File: src/rtl/corereset_pcie_ltssm_monitor_pkg.sv
// -----------------------------------------------------------------------------
// corereset_pcie_ltssm_monitor_pkg
//   Shared definitions for the CoreResetP PCIe LTSSM monitor and the hot-reset
//   tracker downstream of it.
//   - LTSSM state encodings as driven by SDIF on PRDATA[30:26]
//   - APB "no read in flight" decode used to qualify sampled status
// -----------------------------------------------------------------------------
package corereset_pcie_ltssm_monitor_pkg;

  localparam logic [4:0] DEF_LTSSM_HOTRESET = 5'b10100;
  localparam logic [4:0] DEF_LTSSM_DISABLED = 5'b10000;
  localparam logic [4:0] DEF_LTSSM_DETECTQ  = 5'b00000;
  localparam logic [4:0] DEF_LTSSM_L0       = 5'b01111;

  // Bit positions of the LTSSM field inside PRDATA.
  localparam int unsigned LTSSM_MSB = 30;
  localparam int unsigned LTSSM_LSB = 26;

  // PRDATA only carries the LTSSM status while no APB read is being serviced.
  // A write (or an idle bus) leaves the status visible; a read replaces it.
  function automatic logic apb_no_read(input logic psel, input logic pwrite);
    return !psel || pwrite;
  endfunction

endpackage

File: src/rtl/corereset_ltssm_sync.sv
// -----------------------------------------------------------------------------
// corereset_ltssm_sync
//   Plain 2-flop synchroniser bank with synchronous active-high reset.
//   Ports:
//     CLK_LTSSM  in   destination clock
//     RESET      in   synchronous reset, clears both flop stages
//     d          in   W asynchronous inputs
//     q          out  W synchronised outputs (second flop stage)
// -----------------------------------------------------------------------------
module corereset_ltssm_sync #(
  parameter int unsigned W = 7
) (
  input  logic         CLK_LTSSM,
  input  logic         RESET,
  input  logic [W-1:0] d,
  output logic [W-1:0] q
);

  logic [W-1:0] q1;

  always_ff @(posedge CLK_LTSSM) begin
    if (RESET) begin
      q1 <= '0;
      q  <= '0;
    end else begin
      q1 <= d;
      q  <= q1;
    end
  end

endmodule

File: src/rtl/corereset_pcie_ltssm_monitor.sv
// -----------------------------------------------------------------------------
// corereset_pcie_ltssm_monitor
//   Samples the LTSSM status SDIF drives on prdata[30:26], deglitches it and
//   reports the filtered state, per-state entry pulses, link-up, a saturating
//   transition count and a sticky link-training timeout.
//   Ports:
//     CLK_LTSSM            in   sole clock
//     RESET                in   synchronous reset, active-high
//     psel, pwrite         in   SDIF APB controls (asynchronous)
//     prdata[31:0]         in   SDIF APB read data, LTSSM on [30:26] (async)
//     clear                in   clears trans_count, timeout counter and flag
//     ltssm_state[4:0]     out  filtered LTSSM state
//     state_valid          out  a filtered state has been accepted
//     *_entry_p            out  one-cycle pulse when that state is accepted
//     link_up              out  filtered state is L0
//     trans_count[7:0]     out  accepted states, saturating at 8'hFF
//     link_timeout         out  sticky: training took too long
// -----------------------------------------------------------------------------
module corereset_pcie_ltssm_monitor
  import corereset_pcie_ltssm_monitor_pkg::*;
#(
  parameter int unsigned FILTER_LEN     = 4,
  parameter logic [19:0] TIMEOUT_CYCLES = 20'hFFFFF,
  parameter logic [4:0]  LTSSM_HOTRESET = DEF_LTSSM_HOTRESET,
  parameter logic [4:0]  LTSSM_DISABLED = DEF_LTSSM_DISABLED,
  parameter logic [4:0]  LTSSM_DETECTQ  = DEF_LTSSM_DETECTQ,
  parameter logic [4:0]  LTSSM_L0       = DEF_LTSSM_L0
) (
  input  logic        CLK_LTSSM,
  input  logic        RESET,
  input  logic        psel,
  input  logic        pwrite,
  input  logic [31:0] prdata,
  input  logic        clear,
  output logic [4:0]  ltssm_state,
  output logic        state_valid,
  output logic        hotreset_entry_p,
  output logic        disabled_entry_p,
  output logic        detectquiet_entry_p,
  output logic        l0_entry_p,
  output logic        link_up,
  output logic [7:0]  trans_count,
  output logic        link_timeout
);

  localparam logic [3:0]  CNT_LAST  = 4'(FILTER_LEN - 1);
  localparam logic [19:0] TCNT_LAST = TIMEOUT_CYCLES - 20'd1;

  // ---------------------------------------------------------------------------
  // Synchronise the LTSSM field together with the APB controls so that the
  // sample qualifier lines up cycle-for-cycle with the data it qualifies.
  // ---------------------------------------------------------------------------
  logic [6:0] sync_d;
  logic [6:0] sync_q;
  logic       psel_q2;
  logic       pwrite_q2;
  logic [4:0] ltssm_q2;
  logic       unused_prdata;

  assign sync_d        = {psel, pwrite, prdata[LTSSM_MSB:LTSSM_LSB]};
  assign unused_prdata = ^{prdata[31], prdata[25:0]};

  corereset_ltssm_sync #(.W(7)) u_sync (
    .CLK_LTSSM (CLK_LTSSM),
    .RESET     (RESET),
    .d         (sync_d),
    .q         (sync_q)
  );

  assign psel_q2   = sync_q[6];
  assign pwrite_q2 = sync_q[5];
  assign ltssm_q2  = sync_q[4:0];

  // Qualifier: a synchronised sample is usable (valid) only when no APB read
  // was in flight. There is no back-pressure; invalid samples are simply
  // ignored and the filter holds its progress.
  logic sample_valid;
  assign sample_valid = apb_no_read(psel_q2, pwrite_q2);

  // ---------------------------------------------------------------------------
  // Deglitch filter: a candidate must be seen FILTER_LEN consecutive valid
  // samples. Re-accepting the state already reported is suppressed, except
  // for the very first accept after reset (which may be Detect.Quiet = 0).
  // ---------------------------------------------------------------------------
  logic [4:0] cand, cand_d;
  logic [3:0] cnt, cnt_d;
  logic       accept;

  always_comb begin
    cand_d = cand;
    cnt_d  = cnt;
    accept = 1'b0;
    if (sample_valid) begin
      if (ltssm_q2 != cand) begin
        cand_d = ltssm_q2;
        cnt_d  = 4'd1;
      end else if (cnt < CNT_LAST) begin
        cnt_d = cnt + 4'd1;
      end else if (!state_valid || (cand != ltssm_state)) begin
        accept = 1'b1;
      end
    end
  end

  always_ff @(posedge CLK_LTSSM) begin
    if (RESET) begin
      cand                <= '0;
      cnt                 <= '0;
      ltssm_state         <= '0;
      state_valid         <= 1'b0;
      hotreset_entry_p    <= 1'b0;
      disabled_entry_p    <= 1'b0;
      detectquiet_entry_p <= 1'b0;
      l0_entry_p          <= 1'b0;
      link_up             <= 1'b0;
    end else begin
      cand                <= cand_d;
      cnt                 <= cnt_d;
      hotreset_entry_p    <= 1'b0;
      disabled_entry_p    <= 1'b0;
      detectquiet_entry_p <= 1'b0;
      l0_entry_p          <= 1'b0;
      if (accept) begin
        ltssm_state         <= cand;
        state_valid         <= 1'b1;
        hotreset_entry_p    <= (cand == LTSSM_HOTRESET);
        disabled_entry_p    <= (cand == LTSSM_DISABLED);
        detectquiet_entry_p <= (cand == LTSSM_DETECTQ);
        l0_entry_p          <= (cand == LTSSM_L0);
        // The state only changes on accept, so link_up follows it here.
        link_up             <= (cand == LTSSM_L0);
      end
    end
  end

  // ---------------------------------------------------------------------------
  // Transition counter: clear has priority over a coincident accept.
  // ---------------------------------------------------------------------------
  always_ff @(posedge CLK_LTSSM) begin
    if (RESET || clear) begin
      trans_count <= '0;
    end else if (accept && (trans_count != 8'hFF)) begin
      trans_count <= trans_count + 8'd1;
    end
  end

  // ---------------------------------------------------------------------------
  // Training timeout: counts cycles spent with a valid, non-L0 state. The
  // counter parks at its last value and the flag stays set until clear.
  // ---------------------------------------------------------------------------
  logic [19:0] tcnt;

  always_ff @(posedge CLK_LTSSM) begin
    if (RESET || clear) begin
      tcnt         <= '0;
      link_timeout <= 1'b0;
    end else if (link_up) begin
      tcnt <= '0;
    end else if (state_valid) begin
      if (tcnt == TCNT_LAST) begin
        link_timeout <= 1'b1;
      end else begin
        tcnt <= tcnt + 20'd1;
      end
    end
  end

endmodule

File: config.mk
export PLATFORM = sky130hd
export DESIGN_NAME = corereset_pcie_ltssm_monitor
export DESIGN_NICKNAME = d
export VERILOG_FILES = /design/src/rtl/corereset_pcie_ltssm_monitor_pkg.sv /design/src/rtl/corereset_ltssm_sync.sv /design/src/rtl/corereset_pcie_ltssm_monitor.sv
export SDC_FILE = /design/constraint.sdc
export NUM_CORES = 1
export LEC_CHECK = 0
export BUFFER_PORTS_ARGS = -buffer_cell sky130_fd_sc_hd__buf_4
export CORE_MARGIN = 2
export CORE_UTILIZATION = 50
export DETAILED_ROUTE_END_ITERATION = 8
export PLACE_DENSITY = 0.74
export SLEW_MARGIN = 0
export SYNTH_ARGS = -nofsm -noshare
export SYNTH_HDL_FRONTEND = slang
export SYNTH_SLANG_ARGS = --single-unit
File: constraint.sdc
create_clock -name CLK_LTSSM -period 2.4 [get_ports CLK_LTSSM]
set_input_delay 0.12 -clock CLK_LTSSM [delete_from_list [all_inputs] [get_ports CLK_LTSSM]]
set_output_delay 0.12 -clock CLK_LTSSM [all_outputs]
set_load 0.01 [all_outputs]
==> results.md <==
* Status: completed
* Seq/Total Area, Yosys at 0.4830
* Layout area overhead at 21.66%
* Slew headroom at 0.5458
* Clock Tree Buf Depth at 2
* Post-cts sizing count at 0
* Yosys top cell area share at 0.4830
* Fmax at 0.4580 GHz
* Initial antenna violation count at 0
* Mapped Cells at 299
* Sw frac at 0.2159
* Fin. Hold Viols at 0
* Pwr Total at 2.160 mW
* Setup Viol. Count Final at 0
* CP arrival at 2.38 ns
* Clock latency on the worst-skew pair at 0.33 ns
* CTS tree: done
* Boundary Pins at 57
* DRT iter0 DRCs at 124
* Dominant cell type by area after synthesis: dfxtp_1
* Most common cell in the netlist: dfxtp_1
* Antenna diodes at 0
* DP Cell Count at 386
* Post-detailed-route wirelength per cell at 11.89 um
* Crit start category: register
* Unrepaired setup endpoints after global routing: false
* PortBufs at 29
* Vias/cell at 5.222
* Pre-antenna DRT Iters at 4
* Asr flop ratio synth at 0
* H-tree depth at 3
* Fill cells at 466
* Flops & latches, synth at 63
* Total negative slack at 0 ns
* Netlist Area Pre-Place at 2611 um^2
* Antenna-violating nets left at 0
* Final net count at 375
* Remaining global-route overflow at 0
* Pwr Density at 679.9 nW/um^2
* Std cell rows at 26
* Sw power at 466.3 uW
* Fin. max-slew vios at 0
* Worst min path class: in -> reg
* Via count at 2136
* Reg2reg setup slack at 0.22 ns
* Comb pwr share at 0.044
* Final WL at 4862 um
* Final cycle utilization of the critical path at 0.9097
* Max-cap violation count at 0
* GRT Total Usage at 0.1782
* Syn. warnings at 0
* Total core area at 5075 um^2
* P_int at 1.694 mW
* LEAKAGE at 1.233 nW
* Average size of a mapped cell at 8.733 um^2
* Clock tree sinks at 63
* DP HPWL at 3326 um
* Crit-path max FO at 12
* Num CTS Buffers at 9
* Clock Root Buffer: clkbuf_8
* Crit path kind: reg -> reg
* Max VDD drop at 478.3 uV
* Die area at 5816 um^2
* Post-Route Skew at 0.006495 ns
* Top_reg_cell synth: dfxtp_1
* Number of synthesized flops with an enable pin at 0
* # DRC at 0
* Post-Place Cell Area at 2885 um^2
* Die width at 76.27 um
* WP data required at 2.60 ns
* CP Capture Type: register
* Syn nets at 340
* Vias in the first global route at 1954
* Commonest cells post-synth: dfxtp_1 (63), nand2_1 (35), nor2_1 (31)
* Die Span Y at 76.27 um
* Worst-Margin Slew at 0.6813 ns
* Initial core utilization at 0.5145
* Clock power frac at 0.459
* Largest cells by area after synthesis: dfxtp_1 (48%), xor2_1 (5.4%), nand2_1 (5.0%)
* Clock period minus worst slack at 2.183 ns
* Flop pwr share at 0.497
* Post-route cell area at 3177 um^2
* Global-route wire length before repair at 8369 um
* Clock transition at path regs at 0.07 ns
* Share of cells above drive strength 1 at 0.1622
* Non-filler cells, final at 409
* Pre-CTS setup slack at 0.2395 ns
* Largest net degree at the start of global routing at 36
* GPL Wtd Cong at 0.8321
* Final worst-path setup slack at 0.2167 ns
* Cell variety after synth at 41
-- area by class of cell --
cell class	count	area, um^2	share of cell area
Sequential cell	63	1261	0.3970
Multi-Input combinational cell	214	1259	0.3962
Clock buffer	9	123.9	0.03899
Inverter	4	15.01	0.004726
Clock inverter	7	97.59	0.03072
Tap cell	70	87.58	0.02757
Timing Repair Buffer	42	332.8	0.1048
-- path summary, 6_finish.rpt --
| check | from | end | depth (start not counted) |
|---|---|---|---|
| hold / removal | clear | trans_count[6]$_SDFFE_PP0P_ | 4 |
| setup reg to reg | cand[0]$_SDFFE_PP0P_ | trans_count[3]$_SDFFE_PP0P_ | 6 |
| setup / recovery | cand[0]$_SDFFE_PP0P_ | trans_count[3]$_SDFFE_PP0P_ | 6 |
| hold reg to reg | u_sync.q1[6]$_SDFF_PP0_ | u_sync.q[6]$_SDFF_PP0_ | 1 |
-- registers in the layout (all words and copies together), names as in the netlist --
signal and cells:
state_valid 1, l0_entry_p 1, link_up 1, cnt 4, disabled_entry_p 1, u_sync.q 7
link_timeout 1, cand 5, detectquiet_entry_p 1, hotreset_entry_p 1, tcnt 20, ltssm_state 5
trans_count 8, u_sync.q1 7
-- layout by cell type (no fill, tap or decap), types with 8 or more instances in the layout --
cell      netlist  routed
dfxtp_1        63      63
clkbuf_8        0       9
nor2b_1        16      16
a21oi_1        23      23
nand4_1         8       8
xor2_1         16      16
o21ai_0         8       8
buf_4           0      35
nand2_1        35      35
and3_1         11      11
nor2_1         31      31
or3_1           8       8
nand3_1        10      10
xnor2_1         8       8
-- per-layer routing --
| layer | global-route usage | routed length, um |
|---|---|---|
| met1 | 0.2270 | 2366 |
| met2 | 0.2735 | 2204 |
| met3 | 0.05806 | 252 |
| met4 | 0.08545 | 38 |
| met5 | 0 | 0 |
-- through the flow --
step                        util  hold slack (ns)
after floorplan                -           0.2482
after global placement    0.5685           0.3280
after detailed placement  0.5685           0.3379
after CTS                 0.6260           0.1112
after global routing      0.6260           0.1684
final                     0.6260           0.1209
-- power groups by stage --
stage / sequential [mW] / combinational (mW) / clock, mW
global route: 1.07 / 0.105 / 1.07
CTS: 1.07 / 0.0953 / 1.02
detailed placement: 1.10 / 0.0862 / 0
floorplan: 1.09 / 0.0621 / 0
global placement: 1.10 / 0.0837 / 0
finish: 1.07 / 0.0948 / 0.992
-- repair_timing --
action                                 4_1_cts  5_1_grt
hold buffers                                 7        0
endpoints found under the hold margin        7        0
setup buffers                                0        0
-- critical path, cell delays in order (launching register included) --
cell,delay (ns)
dfxtp_1,0.32
xor2_1,0.17
nor3_2,0.20
nand3_2,0.15
or4_1,0.68
o311ai_0,0.39
o41ai_1,0.13
-- cells by family (layout without fill, tap and decap cells) --
family	Yosys count	after routing	share of synthesized area
flops	63	63	0.4830
compound gates	46	46	0.1045
buf+inv	22	62	0.03737
mux	2	2	0.007667
simple gates	138	138	0.2679
fa+ha+maj	4	4	0.01917
xor+xnor	24	24	0.08050
No activity file was read; power rests on OpenSTA's default activity.
